File: src/rtl/xtea_arbiter.sv
// Round-robin arbiter sharing one XTEA core between NUM_REQ requesters.
// One operation in flight at a time: grant in IDLE, start pulse in ISSUE,
// result or timeout in WAIT, and a held response in RESP.
module xtea_arbiter #(
    parameter int NUM_REQ = 4,
    parameter int TIMEOUT = 255
) (
    input  logic                   clk,
    input  logic                   rst_i,
    input  logic [NUM_REQ-1:0]     req_valid_i,
    input  logic [64*NUM_REQ-1:0]  req_data_i,
    input  logic [128*NUM_REQ-1:0] req_key_i,
    input  logic [NUM_REQ-1:0]     req_decrypt_i,
    output logic [NUM_REQ-1:0]     req_ready_o,
    output logic                   rsp_valid_o,
    input  logic                   rsp_ready_i,
    output logic [2:0]             rsp_id_o,
    output logic [63:0]            rsp_data_o,
    output logic                   rsp_err_o,
    output logic                   core_valid_o,
    output logic                   core_en_o,
    output logic [63:0]            core_data_o,
    output logic [127:0]           core_key_o,
    output logic                   core_decrypt_o,
    input  logic [63:0]            core_result_i,
    input  logic                   core_valid_i,
    input  logic                   core_busy_i
);
    localparam int               IDX_W     = $clog2(NUM_REQ);
    localparam logic [IDX_W-1:0] LAST_IDX  = IDX_W'(NUM_REQ - 1);
    localparam logic [15:0]      WAIT_LAST = 16'(TIMEOUT - 1);

    typedef enum logic [1:0] {
        IDLE  = 2'd0,
        ISSUE = 2'd1,
        WAIT  = 2'd2,
        RESP  = 2'd3
    } state_t;

    state_t state, state_nxt;

    // Packed per-requester views of the flat request buses.
    logic [NUM_REQ-1:0][63:0]  req_data_arr;
    logic [NUM_REQ-1:0][127:0] req_key_arr;
    assign req_data_arr = req_data_i;
    assign req_key_arr  = req_key_i;

    logic [IDX_W-1:0] rr_ptr;
    logic [IDX_W-1:0] gnt_idx;
    logic             gnt_any;
    logic             grant;
    logic [IDX_W:0]   cand_sum;
    logic [IDX_W-1:0] cand;

    logic [IDX_W-1:0] op_id;
    logic [15:0]      wait_cnt;
    logic             wait_done;

    assign wait_done = (wait_cnt == WAIT_LAST);

    // First pending requester at or after rr_ptr, wrapping modulo NUM_REQ.
    always_comb begin
        gnt_any  = 1'b0;
        gnt_idx  = '0;
        cand_sum = '0;
        cand     = '0;
        for (int i = 0; i < NUM_REQ; i++) begin
            cand_sum = {1'b0, rr_ptr} + (IDX_W+1)'(i);
            if (cand_sum > {1'b0, LAST_IDX})
                cand_sum = cand_sum - (IDX_W+1)'(NUM_REQ);
            cand = cand_sum[IDX_W-1:0];
            if (!gnt_any && req_valid_i[cand]) begin
                gnt_any = 1'b1;
                gnt_idx = cand;
            end
        end
    end

    // Ready is combinational off req_valid_i, so reset gates it directly to
    // keep every output low while rst_i is high.
    assign grant = (state == IDLE) && gnt_any && !core_busy_i && !rst_i;

    // State register.
    always_ff @(posedge clk or posedge rst_i) begin
        if (rst_i) state <= IDLE;
        else       state <= state_nxt;
    end

    // Next-state and state-decoded outputs.
    always_comb begin
        state_nxt    = state;
        req_ready_o  = '0;
        rsp_valid_o  = 1'b0;
        core_valid_o = 1'b0;
        core_en_o    = 1'b0;
        case (state)
            IDLE: begin
                if (grant) begin
                    req_ready_o[gnt_idx] = 1'b1;
                    state_nxt            = ISSUE;
                end
            end
            ISSUE: begin
                core_valid_o = 1'b1;
                core_en_o    = 1'b1;
                state_nxt    = WAIT;
            end
            WAIT: begin
                core_en_o = 1'b1;
                if (core_valid_i || wait_done) state_nxt = RESP;
            end
            RESP: begin
                rsp_valid_o = 1'b1;
                if (rsp_ready_i) state_nxt = IDLE;
            end
            default: state_nxt = IDLE;
        endcase
    end

    // Snapshot the granted request so later input changes cannot disturb it.
    always_ff @(posedge clk or posedge rst_i) begin
        if (rst_i) begin
            core_data_o    <= '0;
            core_key_o     <= '0;
            core_decrypt_o <= 1'b0;
            op_id          <= '0;
        end else if (grant) begin
            core_data_o    <= req_data_arr[gnt_idx];
            core_key_o     <= req_key_arr[gnt_idx];
            core_decrypt_o <= req_decrypt_i[gnt_idx];
            op_id          <= gnt_idx;
        end
    end

    // Wait counter: zeroed while issuing, counts cycles spent in WAIT.
    always_ff @(posedge clk or posedge rst_i) begin
        if (rst_i)               wait_cnt <= '0;
        else if (state == ISSUE) wait_cnt <= '0;
        else if (state == WAIT)  wait_cnt <= wait_cnt + 16'd1;
    end

    // Response capture; a core result beats a timeout in the same cycle.
    always_ff @(posedge clk or posedge rst_i) begin
        if (rst_i) begin
            rsp_data_o <= '0;
            rsp_err_o  <= 1'b0;
        end else if (state == WAIT) begin
            if (core_valid_i) begin
                rsp_data_o <= core_result_i;
                rsp_err_o  <= 1'b0;
            end else if (wait_done) begin
                rsp_data_o <= '0;
                rsp_err_o  <= 1'b1;
            end
        end
    end

    // Advance the round-robin pointer past the requester just served.
    always_ff @(posedge clk or posedge rst_i) begin
        if (rst_i)
            rr_ptr <= '0;
        else if (state == RESP && rsp_ready_i)
            rr_ptr <= (op_id == LAST_IDX) ? '0 : op_id + IDX_W'(1);
    end

    assign rsp_id_o = 3'(op_id);

endmodule

File: config.mk
export PLATFORM = sky130hd
export DESIGN_NAME = xtea_arbiter
export DESIGN_NICKNAME = d
export VERILOG_FILES = /design/src/rtl/xtea_arbiter.sv
export SDC_FILE = /design/constraint.sdc
export NUM_CORES = 1
export LEC_CHECK = 0
export CORE_AREA = 4 4 431 433
export DETAILED_ROUTE_END_ITERATION = 6
export DIE_AREA = 0 0 435 437
export PLACE_DENSITY = 0.33
export SYNTH_ARGS = -nofsm -noshare
export SYNTH_HDL_FRONTEND = slang
export SYNTH_SLANG_ARGS = --single-unit
File: constraint.sdc
create_clock -name clk -period 14 [get_ports clk]
set_input_delay 2.8 -clock clk [delete_from_list [all_inputs] [get_ports clk]]
set_output_delay 2.8 -clock clk [all_outputs]
set_load 0.02 [all_outputs]
Word level (Yosys, flattened, before mapping)
Cells that the tools add are included.

operators by class
  shift-type cells = 0
  multiply operators = 0
  order comparisons = 10
  bitwise operators = 0
  reduce and logical (&&, ||, !) cells = 20
  divide/modulo/power cells = 0
  muxes and demuxes = 44
  add/sub/neg operators = 9
  equal/unequal tests = 8

operators with widths
  cell                                                                              count
  128-bit binary-select mux with 2-bit select                                       1
  64-bit 2-to-1 mux                                                                 3
  64-bit binary-select mux with 2-bit select                                        1
  128-bit 2-to-1 mux                                                                1
  16-bit 2-to-1 mux                                                                 2
  2-bit 2-to-1 mux                                                                  12
  16-bit by 1-bit adder with 16-bit output (second input constant)                  1
  16-bit by 8-bit == test with 1-bit output (second input constant)                 1
  2-bit by 3-bit less-than comparator with 1-bit output (second input constant)     5
  1-bit 2-to-1 mux                                                                  15
  1-bit binary-select mux with 2-bit select                                         5
  3-bit by 2-bit greater-than comparator with 1-bit output (second input constant)  3
  1-bit logical AND                                                                 8
  4-bit 2-to-1 mux                                                                  2
  2-bit case mux with 4 select lines                                                1
  2-bit by 1-bit subtractor with 2-bit output (second input constant)               4
  2-bit by 2-bit adder with 3-bit output (second input constant)                    2
  2-bit == test (second input constant)                                             3
  2-bit inequality test (second input constant)                                     3
  1-bit logical NOT                                                                 5
  2-bit nonzero test                                                                2
  2-bit by 1-bit adder with 3-bit output (second input constant)                    1
  3-bit AND reduction                                                               1
  2-bit by 1-bit adder with 2-bit output (second input constant)                    1
  other kinds (8)                                                                   8

storage, ports and cells
  bits in latches = 0
  memories kept = 0
  bits in registers = 280
  memory bits (writable) = 0
  bits in read-only memories = 0
  output and inout port bits = 268
  input bits = 845

Logic depth before layout (Yosys ltp)
Gate-level depths: netlist of run 1.

  depth after elaboration = 20
  gate-level depth with buffers = 9
  mapped depth without buffers = 7

Worst setup path after synthesis of run 1
No wires, ideal clock.

  path type = input-to-output
  start point = input req_valid_i[1]
  end point = output req_ready_o[2]
  required time = 11.200 ns
  cell stages on the path = 8
  buffers on the path = 4
  path slack = 6.727 ns
  arrival time = 4.473 ns
  path through = buf_2 -> and2b_1 -> a211o_1 -> clkbuf_1 -> buf_4 -> clkbuf_1 -> nand2_1 -> nor3_1

between the ends
  cells in the longest elaborated chain, start to end = 18
  elaborated cells between the ends (all ways) = 32
  those cells by class = 2 x order compare; 20 x mux; 10 x reduce/logical

ends and longest elaborated chain
  what                                                                                                                                                  line  source
  from (decl)                                                                                                                                           10    input logic [NUM_REQ-1:0] req_valid_i,
  1-bit binary-select mux with 2-bit select                                                                                                             72    if (!gnt_any && req_valid_i[cand]) begin
  1-bit 2-to-1 mux (implied by the code)                                                                                                                72
  1-bit 2-to-1 mux                                                                                                                                      72
  1-bit logical NOT                                                                                                                                     72
  1-bit logical AND                                                                                                                                     72
  1-bit 2-to-1 mux                                                                                                                                      72
  1-bit logical NOT                                                                                                                                     72
  1-bit logical AND                                                                                                                                     72
  (+2 left out)                                                                                                                                         --
  1-bit logical AND                                                                                                                                     72
  2-bit 2-to-1 mux                                                                                                                                      72
  2-bit by 3-bit less-than comparator with 1-bit output (implied by the code) / 2-bit by 1-bit >= comparator with 1-bit output (equally long branches)  99    req_ready_o[gnt_idx] = 1'b1;
  1-bit logical AND (implied by the code)                                                                                                               99
  1-bit 2-to-1 mux (implied by the code)                                                                                                                99
  1-bit demux with 2-bit select                                                                                                                         99
  4-bit 2-to-1 mux *                                                                                                                                    98    if (grant) begin
  4-bit 2-to-1 mux *                                                                                                                                    96    case (state)
  to (decl)                                                                                                                                             14    output logic [NUM_REQ-1:0] req_ready_o,

Every way passes the cells marked *; elsewhere a longest branch is shown, timed or not. The select of a mux whose other input is x is not followed.

Final worst setup path of run 1
Ends and elaborated chain as after synthesis.

==> impl_metrics.csv, run 1 <==
group,metric,value,unit
synth,synth-edff-count,0,
finish,final_common_cell,"clkdlybuf4s50_1",
detailed_routing,first_iter_violations,1475,
global_route,grt_use_met3,3.76,%
finish,final_cell_mix,"1111 x clkdlybuf4s50_1, 280 x dfrtp_1, 200 x o21ai_0",
synth,synthCells,1699,
die,core_area,182000,um2
clock_tree,post_cts_resized,0,
clock_tree,postCtsSetupBuffers,0,
detailed_routing,drc,0,
synth,async_flop_share,100,%
critical_path,cpPeakStageDelay,740,ps
synth,ys_seq_area_share,43.6,%
sta,slew_violations,0,
die,die_h,437,um
sta,worst_slack,4900,ps
power_and_ir_drop,intPower,3340,uW
critical_path,cp_max_fo,48,
critical_path,cpMostUsedCell,"clkdlybuf4s50_1",
hold_path,hold_class,"reg2reg",
die,num_rows,157,
finish,fin_cells,5125,
clock_tree,ctsRootBufferMaster,"clkbuf_16",
critical_path,rr_worst_depth,8,
sta,clock_skew,21.5,ps
sta,final.period_utilization,65.0,%
global_route,grt_pass1_wl,204,mm
synth,synth_top_area_cell,"dfrtp_1",
global_route,grt_busiest_layer,"met2",
placed_design,place.gp.congestion,0.849,
synth,netlist_area,16100,um2
synth,synth_area_leaders,"dfrtp_1 44%, a221o_1 12%, o22a_1 11%",
hold_path,min_from,"rsp_data_o[12]",
die,die_x,435,um
detailed_routing,dr.pass1.iters,5,
status,status,"finished clean",
global_route,met2_usage,27.2,%
clock_tree,tritoncts,"yes",
detailed_routing,antenna_left,0,
synth,yosysTopAreaCellShare,43.6,%
global_route,grt_max_degree,118,
placed_design,io_buffers,1111,
critical_path,rrSetupSlack,9990,ps
clock_tree,hold_buffers,0,
job,max-cap-violations,0,
power_and_ir_drop,power_per_cell_area,199,nW/um2
power_and_ir_drop,combPwrFrac,56.5,%
power_and_ir_drop,p_sw_share,46.3,%
critical_path,regToRegEndpoint,"core_key_o[54]",
sta,finalHoldViolations,0,
finish,num-fill-cells,20363,
critical_path,critPathBufInv,2,
synth,yosysWarnings,0,
synth,synth_cell_type_count,51,
critical_path,critPathTopFamily,"simple AND/OR/NAND/NOR gates",
power_and_ir_drop,p_clk_share,19.5,%
die,ios,1113,
synth,syn_area_per_cell,9.47,um2
synth,synth_nets,2551,
clock_tree,cts_sinks,280,
detailed_routing,wire_per_inst,30.4,um
global_route,met1_usage,18.9,%
synth,synthFlopType,"dfrtp_1",
placed_design,placedCellCount,5023,
power_and_ir_drop,p_leak,0.0114,uW
critical_path,worstPathCellList,"clkdlybuf4s50_1 -> and2b_1 -> a211o_4 -> nand2_1 -> nor3_1 -> clkdlybuf4s50_1",
global_route,overflow,0,
placed_design,dp_worst_setup_slack,4880,ps
global_route,antenna_found_initial,44,
power_and_ir_drop,p_switching,2880,uW
clock_tree,path_clk_slew,60,ps
finish,area_delta_synth_final,94.9,%
critical_path,crit_required,11200,ps
global_route,track_usage,15.5,%
sta,worst_slew_pin_slew,1210,ps
clock_tree,cts_buffers,47,
power_and_ir_drop,peakVddDrop,104,uV
clock_tree,clock_path_buffers,3,
detailed_routing,avgViaCountPerCell,3.94,
critical_path,crit_cells,6,
critical_path,arrival,6300,ps
finish,nets,3539,
placed_design,hpwlAfterDp,119,mm
sta,rsz0062_at_grt,"no",
power_and_ir_drop,seq_power_share,24.0,%
clock_tree,clk-insertion-delay-late,640,ps
finish,drive_above_1_share,4.92,%
sta,layout_min_cycle_time,9100,ps
global_route,grt_pass1_vias,20864,
clock_tree,htreeDepth,2,
critical_path,end_kind,"primary output",
finish,final_util,17.2,%
critical_path,cpMaxStageDelayCell,"clkdlybuf4s50_1",
critical_path,r2r-start,"rr_ptr[1]",
sta,setup_viol,0,
detailed_routing,routed_wl,156,mm
hold_path,hold_end,"rsp_data_o[12]",
detailed_routing,vias,20191,
die,start_util,8.83,%
critical_path,crit_type,"in2out",
synth,synth-seq-cells,280,
critical_path,cp-start-kind,"input pin",
die,die_area,190000,um2
sta,final.setup.tns,0,ps
sta,relSlewSlack,19.2,%
hold_path,hold_path_depth,1,
sta,max_freq,0.110,GHz
power_and_ir_drop,power,6220,uW
registers in the layout, indices dropped and copies added (netlist names):
register and cells:
rsp_data_o 64, wait_cnt 16, core_decrypt_o 1, state 2
op_id 2, core_key_o 128, core_data_o 64, rr_ptr 2
rsp_err_o 1
cell type report:
class,count,area (um2),share of cell area (%)
well taps,2385,2980,9.52
repair buffers,1154,11500,36.7
inverters,11,48.8,0.156
clock buffers,73,1390,4.45
flip-flops and latches,280,7010,22.4
clock inverters,11,121,0.387
multi-input cells,1193,8230,26.3
diodes,18,45.0,0.144
worst reg2reg max path, delay by kind of cell (launching register included):
family                 cells  cell delay, ps
DFF                        1             730
and+or+nand+nor            1             160
buffers and inverters      4            2040
AOI/OAI and AO/OA          3            1020
cell usage after synthesis (2+ instances only):
library cell	instances
dfrtp_1	280
o21ai_0	200
a21oi_1	199
nand3_1	196
o22a_1	194
a221o_1	193
clkbuf_1	133
buf_2	66
and3_1	39
a21o_1	38
a22o_1	27
nor2_1	17
nand2_1	16
buf_1	10
inv_1	10
ha_1	7
and2_1	5
nor2b_1	5
nor3_1	5
xnor2_1	5
buf_6	4
nand2b_1	4
xor2_1	4
nor4_2	3
o21ai_1	3
and2b_1	2
buf_4	2
mux2_2	2
mux2i_1	2
nand4_1	2
nor4_1	2
o221a_2	2
o22ai_1	2
or3_1	2
or4_1	2
power by group through the flow:
stage | clock, uW | combinational (uW) | sequential [uW]
final | 1210 | 3520 | 1490
after CTS | 1280 | 3590 | 1490
after global routing | 1300 | 3690 | 1530
after global placement | 0 | 3580 | 1490
after floorplan | 0 | 1160 | 1870
after detailed placement | 0 | 3580 | 1500
metrics by stage:
step | hold WS [ps] | area (um2)
after floorplan | 493 | 16100
after global placement | 459 | 29800
after detailed placement | 465 | 29800
after CTS | 477 | 31300
after global routing | 494 | 31300
final | 475 | 31300
worst max path at each step:
| stage | to | startpoint | slack, ps |
|---|---|---|---|
| CTS | req_ready_o[3] | req_valid_i[1] | 4880 |
| global placement | req_ready_o[3] | req_valid_i[3] | 4880 |
| global route | req_ready_o[3] | req_valid_i[3] | 4780 |
| detailed placement | req_ready_o[3] | req_valid_i[3] | 4880 |
| floorplan | core_data_o[0] | rst_i | 3480 |
| finish | req_ready_o[2] | req_valid_i[1] | 4900 |
logic make-up (layout without fill, tap and decap cells):
family                   after synthesis  in the layout  synth area share, %
adder cells (fa/ha/maj)                7              7                0.545
AND/OR/NAND/NOR                      303            303                 9.89
AO/OA/AOI/OAI                        869            869                 39.2
multiplexers                           4              4                0.265
buffers and inverters                226           1249                 6.02
other                                  1             19               0.0233
XOR/XNOR                               9              9                0.490
flip-flops                           280            280                 43.6
metal layers:
layer	vias up	share of wire (%)
met1	10460	41
met5	-	0.053
li1	8735	-
met2	842	50
met3	142	6.6
met4	12	2.6
Note: power is estimated with default switching activity, not from simulation.
==> run 2: changes to the inputs <==
CORE_AREA = 4 4 435 437   (was 4 4 431 433)
DIE_AREA = 0 0 439 441   (was 0 0 435 437)
PLACE_DENSITY = 0.32   (was 0.33)
clock period = 9.4 ns   (was 14 ns; I/O delays follow)
==> impl_metrics.csv, run 2 (synthesized netlist as in run 1, its figures left out) <==
group,metric,value,unit
critical_path,crit_type,"in2out",
critical_path,rr_worst_depth,7,
placed_design,place.gp.congestion,0.852,
critical_path,cp_max_fo,41,
die,die_x,439,um
detailed_routing,first_iter_violations,1284,
critical_path,crit_required,7520,ps
die,core_area,185000,um2
finish,largest_register_ffs,128,
power_and_ir_drop,p_leak,0.0115,uW
finish,num-fill-cells,20891,
global_route,track_usage,15.3,%
detailed_routing,routed_wl,157,mm
sta,slew_violations,0,
placed_design,io_buffers,1111,
global_route,grt_max_degree,114,
clock_tree,post_cts_resized,0,
hold_path,min_from,"rsp_data_o[36]",
placed_design,hpwlAfterDp,119,mm
clock_tree,tritoncts,"yes",
critical_path,arrival,5430,ps
power_and_ir_drop,peakVddDrop,170,uV
finish,drive_above_1_share,5.24,%
die,die_area,194000,um2
power_and_ir_drop,power_per_cell_area,298,nW/um2
global_route,overflow,0,
die,start_util,8.69,%
sta,final.period_utilization,77.7,%
status,status,"finished clean",
hold_path,hold_path_depth,1,
sta,clock_skew,16.6,ps
die,ios,1113,
clock_tree,clk-insertion-delay-late,650,ps
clock_tree,ctsRootBufferMaster,"clkbuf_16",
finish,top_regs,"core_key_o (128), core_data_o (64), rsp_data_o (64)",
clock_tree,htreeDepth,2,
job,max-cap-violations,0,
critical_path,cp-start-kind,"input pin",
global_route,grt_busiest_layer,"met2",
detailed_routing,drc,0,
finish,area_delta_synth_final,96.4,%
global_route,grt_use_met3,3.27,%
clock_tree,cts_buffers,48,
hold_path,hold_class,"reg2reg",
critical_path,regToRegEndpoint,"core_key_o[66]",
critical_path,rrSetupSlack,5810,ps
sta,rsz0062_at_grt,"no",
finish,final_common_cell,"clkdlybuf4s50_1",
finish,final_cell_mix,"1111 x clkdlybuf4s50_1, 280 x dfrtp_1, 200 x o21ai_0",
sta,layout_min_cycle_time,7310,ps
global_route,antenna_found_initial,35,
clock_tree,path_clk_slew,50,ps
sta,holdWs,474,ps
sta,final.setup.tns,0,ps
global_route,met2_usage,26.4,%
die,die_h,441,um
power_and_ir_drop,power,9420,uW
sta,setup_viol,0,
global_route,met1_usage,19.1,%
clock_tree,cts_sinks,280,
sta,worst_slew_pin_slew,998,ps
clock_tree,clock_path_buffers,3,
finish,final_util,17.1,%
finish,nets,3542,
clock_tree,hold_buffers,0,
detailed_routing,antenna_left,0,
finish,fin_cells,5220,
die,num_rows,158,
hold_path,hold_end,"rsp_data_o[36]",
sta,max_freq,0.137,GHz
detailed_routing,vias,20006,
clock_tree,postCtsSetupBuffers,0,
sta,finalHoldViolations,0,
detailed_routing,dr.pass1.iters,6,
detailed_routing,avgViaCountPerCell,3.83,
global_route,grt_pass1_wl,203,mm
critical_path,r2r-start,"rr_ptr[1]",
global_route,grt_pass1_vias,20539,
critical_path,end_kind,"primary output",
sta,relSlewSlack,33.5,%
finish,regMostFlops,"core_key_o",
placed_design,placedCellCount,5120,
detailed_routing,wire_per_inst,30.0,um
## run 2: cell types whose count changed in the layout (fill, tap and decap cells not counted), moves of 2 or more
cell,previous run,this run
diode_2,18,12
clkbuf_1,14,11
clkinvlp_4,0,2
bufinv_16,1,4
## run 2: layout make-up
class | instances | area, um2 | area share, %
Clock buffer | 72 | 1420 | 4.50
Antenna cell | 12 | 30.0 | 0.0950
Clock inverter | 16 | 220 | 0.697
Tap cell | 2480 | 3100 | 9.82
Sequential cell | 280 | 7010 | 22.2
Multi-Input combinational cell | 1193 | 8230 | 26.1
Timing Repair Buffer | 1156 | 11500 | 36.5
Inverter | 11 | 45.0 | 0.143
## run 2: worst max-delay path, cell delays in order
cell	delay [ps]
clkdlybuf4s50_1	890
nor4_2	190
nor3_1	430
nand2_4	480
nor3_1	690
buf_4	220
clkdlybuf4s50_1	600
## run 2: stage by stage
step	cell area [um2]	setup slack, ps
after floorplan	16100	3810
after global placement	29900	2070
after detailed placement	29900	1990
after CTS	31600	1990
after global routing	31600	1940
final	31600	2090
## run 2: power by group
group | internal (uW) | switching [uW] | leakage [uW]
logic | 2150 | 3070 | 0.00742
registers | 1790 | 466 | 0.00328
clock network | 1150 | 795 | 0.000808
total | 5090 | 4330 | 0.0115
## run 2: per-layer routing
layer | vias to the layer above | share of wire (%)
li1 | 8725 | -
met1 | 10338 | 42
met2 | 797 | 50
met3 | 138 | 5.9
met4 | 8 | 2.6
met5 | - | 0.027
## run 2: worst max path at each step
stage / cells past startpoint / end / startpoint
6_report: 7 / req_ready_o[3] / req_valid_i[3]
5_1_grt: 7 / req_ready_o[3] / req_valid_i[3]
4_1_cts: 7 / req_ready_o[3] / req_valid_i[3]
3_5_place_dp: 7 / req_ready_o[3] / req_valid_i[3]
3_3_place_gp: 7 / req_ready_o[2] / req_valid_i[3]
2_1_floorplan: 1 / core_data_o[0] / rst_i
==> run 3: changes to the inputs <==
CORE_AREA = 4 4 429 431   (was 4 4 435 437)
DIE_AREA = 0 0 433 435   (was 0 0 439 441)
PLACE_DENSITY = 0.34   (was 0.32)
clock period = 6 ns   (was 9.4 ns; I/O delays follow)
==> impl_metrics.csv, run 3 (synthesized netlist as in run 1, its figures left out) <==
group,metric,value,unit
finish,num-fill-cells,20247,
sta,setup_viol,0,
global_route,grt_pass1_vias,20467,
sta,slew_violations,0,
critical_path,crit_cells,6,
critical_path,crit_type,"in2out",
critical_path,arrival,4530,ps
critical_path,end_kind,"primary output",
critical_path,critPathTopFamily,"buffers and inverters",
critical_path,rrSetupSlack,2600,ps
critical_path,crit_required,4800,ps
finish,nets,3540,
clock_tree,ctsRootBufferMaster,"clkbuf_16",
critical_path,rr_worst_depth,7,
sta,layout_min_cycle_time,5730,ps
sta,clock_skew,17.2,ps
critical_path,cp_max_fo,10,
power_and_ir_drop,peakVddDrop,200,uV
detailed_routing,dr.pass1.iters,5,
detailed_routing,avgViaCountPerCell,3.90,
finish,largest_register_ffs,128,
finish,drive_above_1_share,5.21,%
clock_tree,cts_buffers,46,
critical_path,cpMaxStageDelayCell,"nor3_1",
sta,final.period_utilization,95.6,%
clock_tree,postCtsSetupBuffers,0,
global_route,track_usage,15.6,%
clock_tree,tritoncts,"yes",
detailed_routing,antenna_left,0,
finish,final_common_cell,"clkdlybuf4s50_1",
sta,relSlewSlack,22.5,%
finish,area_delta_synth_final,95.5,%
die,die_h,435,um
power_and_ir_drop,p_switching,6670,uW
die,die_x,433,um
critical_path,cpPeakStageDelay,900,ps
critical_path,crit_end,"req_ready_o[3]",
job,max-cap-violations,0,
die,ios,1113,
clock_tree,cts_sinks,280,
placed_design,place.gp.congestion,0.871,
power_and_ir_drop,seq_power_share,24.3,%
power_and_ir_drop,p_sw_share,45.9,%
placed_design,io_buffers,1111,
finish,multiInputGateArea,8240,um2
detailed_routing,vias,19946,
placed_design,dpl-instance-area,29900,um2
critical_path,cpMostUsedCell,"clkdlybuf4s50_1",
clock_tree,hold_buffers,0,
power_and_ir_drop,combPwrFrac,56.1,%
detailed_routing,first_iter_violations,1241,
power_and_ir_drop,power_per_cell_area,463,nW/um2
global_route,antenna_found_initial,32,
sta,final.setup.tns,0,ps
clock_tree,htreeDepth,2,
die,num_rows,156,
detailed_routing,routed_wl,154,mm
global_route,grt_max_degree,131,
detailed_routing,wire_per_inst,30.1,um
detailed_routing,drc,0,
sta,rsz0062_at_grt,"no",
critical_path,regToRegEndpoint,"core_key_o[54]",
critical_path,r2r-start,"rr_ptr[1]",
clock_tree,post_cts_resized,0,
critical_path,worstPathCellList,"clkdlybuf4s50_1 -> and2b_1 -> nor2_1 -> o221ai_4 -> nor3_1 -> clkdlybuf4s50_1",
critical_path,cp-start-kind,"input pin",
die,start_util,8.93,%
finish,top_regs,"core_key_o (128), core_data_o (64), rsp_data_o (64)",
hold_path,hold_path_depth,1,
power_and_ir_drop,intPower,7870,uW
sta,max_freq,0.174,GHz
sta,worst_slew_pin_slew,1160,ps
placed_design,hpwlAfterDp,116,mm
critical_path,startpoint,"req_valid_i[1]",
power_and_ir_drop,p_clk_share,19.6,%
hold_path,hold_class,"reg2reg",
die,core_area,180000,um2
clock_tree,path_clk_slew,50,ps
critical_path,critPathBufInv,2,
clock_tree,clock_path_buffers,3,
finish,final_cell_mix,"1110 x clkdlybuf4s50_1, 280 x dfrtp_1, 200 x o21ai_0",
clock_tree,clk-insertion-delay-late,640,ps
finish,regMostFlops,"core_key_o",
power_and_ir_drop,p_leak,0.0115,uW
global_route,overflow,0,
status,status,"finished clean",
sta,finalHoldViolations,0,
finish,register_area,7010,um2
global_route,grt_pass1_wl,201,mm
finish,final_area,31400,um2
die,die_area,188000,um2
run 3: cell count changes in the layout (fill, tap and decap cells not counted), moves of 2 or more:
cell	delta
buf_12	+7
clkinv_2	+4
diode_2	+7
clkbuf_16	-2
buf_4	-7
clkbuf_8	-5
run 3: worst min path at each step:
| stage | start | end | slack, ps |
|---|---|---|---|
| final | rsp_data_o[29] | rsp_data_o[29] | 480 |
| after global routing | rsp_data_o[29] | rsp_data_o[29] | 490 |
| after CTS | rsp_data_o[15] | rsp_data_o[15] | 480 |
| after detailed placement | rsp_data_o[25] | rsp_data_o[25] | 470 |
| after global placement | rsp_data_o[13] | rsp_data_o[13] | 460 |
| after floorplan | wait_cnt[2] | wait_cnt[2] | 490 |
run 3: power by group through the flow:
stage | clock network, uW | logic, uW | registers (uW)
2_1_floorplan | 0 | 2710 | 4370
3_3_place_gp | 0 | 8410 | 3550
3_5_place_dp | 0 | 8380 | 3550
4_1_cts | 2980 | 8420 | 3530
5_1_grt | 3040 | 8630 | 3640
6_report | 2850 | 8160 | 3540
run 3: layout make-up:
class                      count  area share, %
sequential                   280           22.3
inverter                      11          0.143
antenna                       19          0.151
clock buffer                  65           4.14
multi-input combinational   1193           26.2
clock inverter                20          0.724
tap                         2370           9.43
timing repair buffer        1156           36.9
run 3: layer usage:
metal,vias up,routed length (um),part of all wire (%),GRT usage [%]
met5,-,41,0.027,0
met4,6,3220,2.1,4.09
met3,138,9210,6.0,3.35
met2,784,78600,51,27.7
met1,10285,63000,41,18.9
li1,8733,-,-,-
run 3: through the flow:
stage / worst slack (ps) / total power (uW) / hold slack [ps] / instances / utilization, %
finish: 266 / 14500 / 477 / 5114 / 17.5
global route: 138 / 15300 / 487 / 5104 / 17.4
CTS: 223 / 14900 / 481 / 5095 / 17.4
detailed placement: 220 / 11900 / 466 / 5010 / 16.6
global placement: 227 / 12000 / 459 / 5010 / 16.6
floorplan: 1090 / 7080 / 493 / 1699 / -
run 3: worst reg2reg max path, stage by stage, from the launching register on:
cell and delay, ps:
dfrtp_1 710, inv_1 270, o21ai_4 140, buf_12 450, buf_4 770, nand3_1 180
a21oi_1 570, o22a_1 250
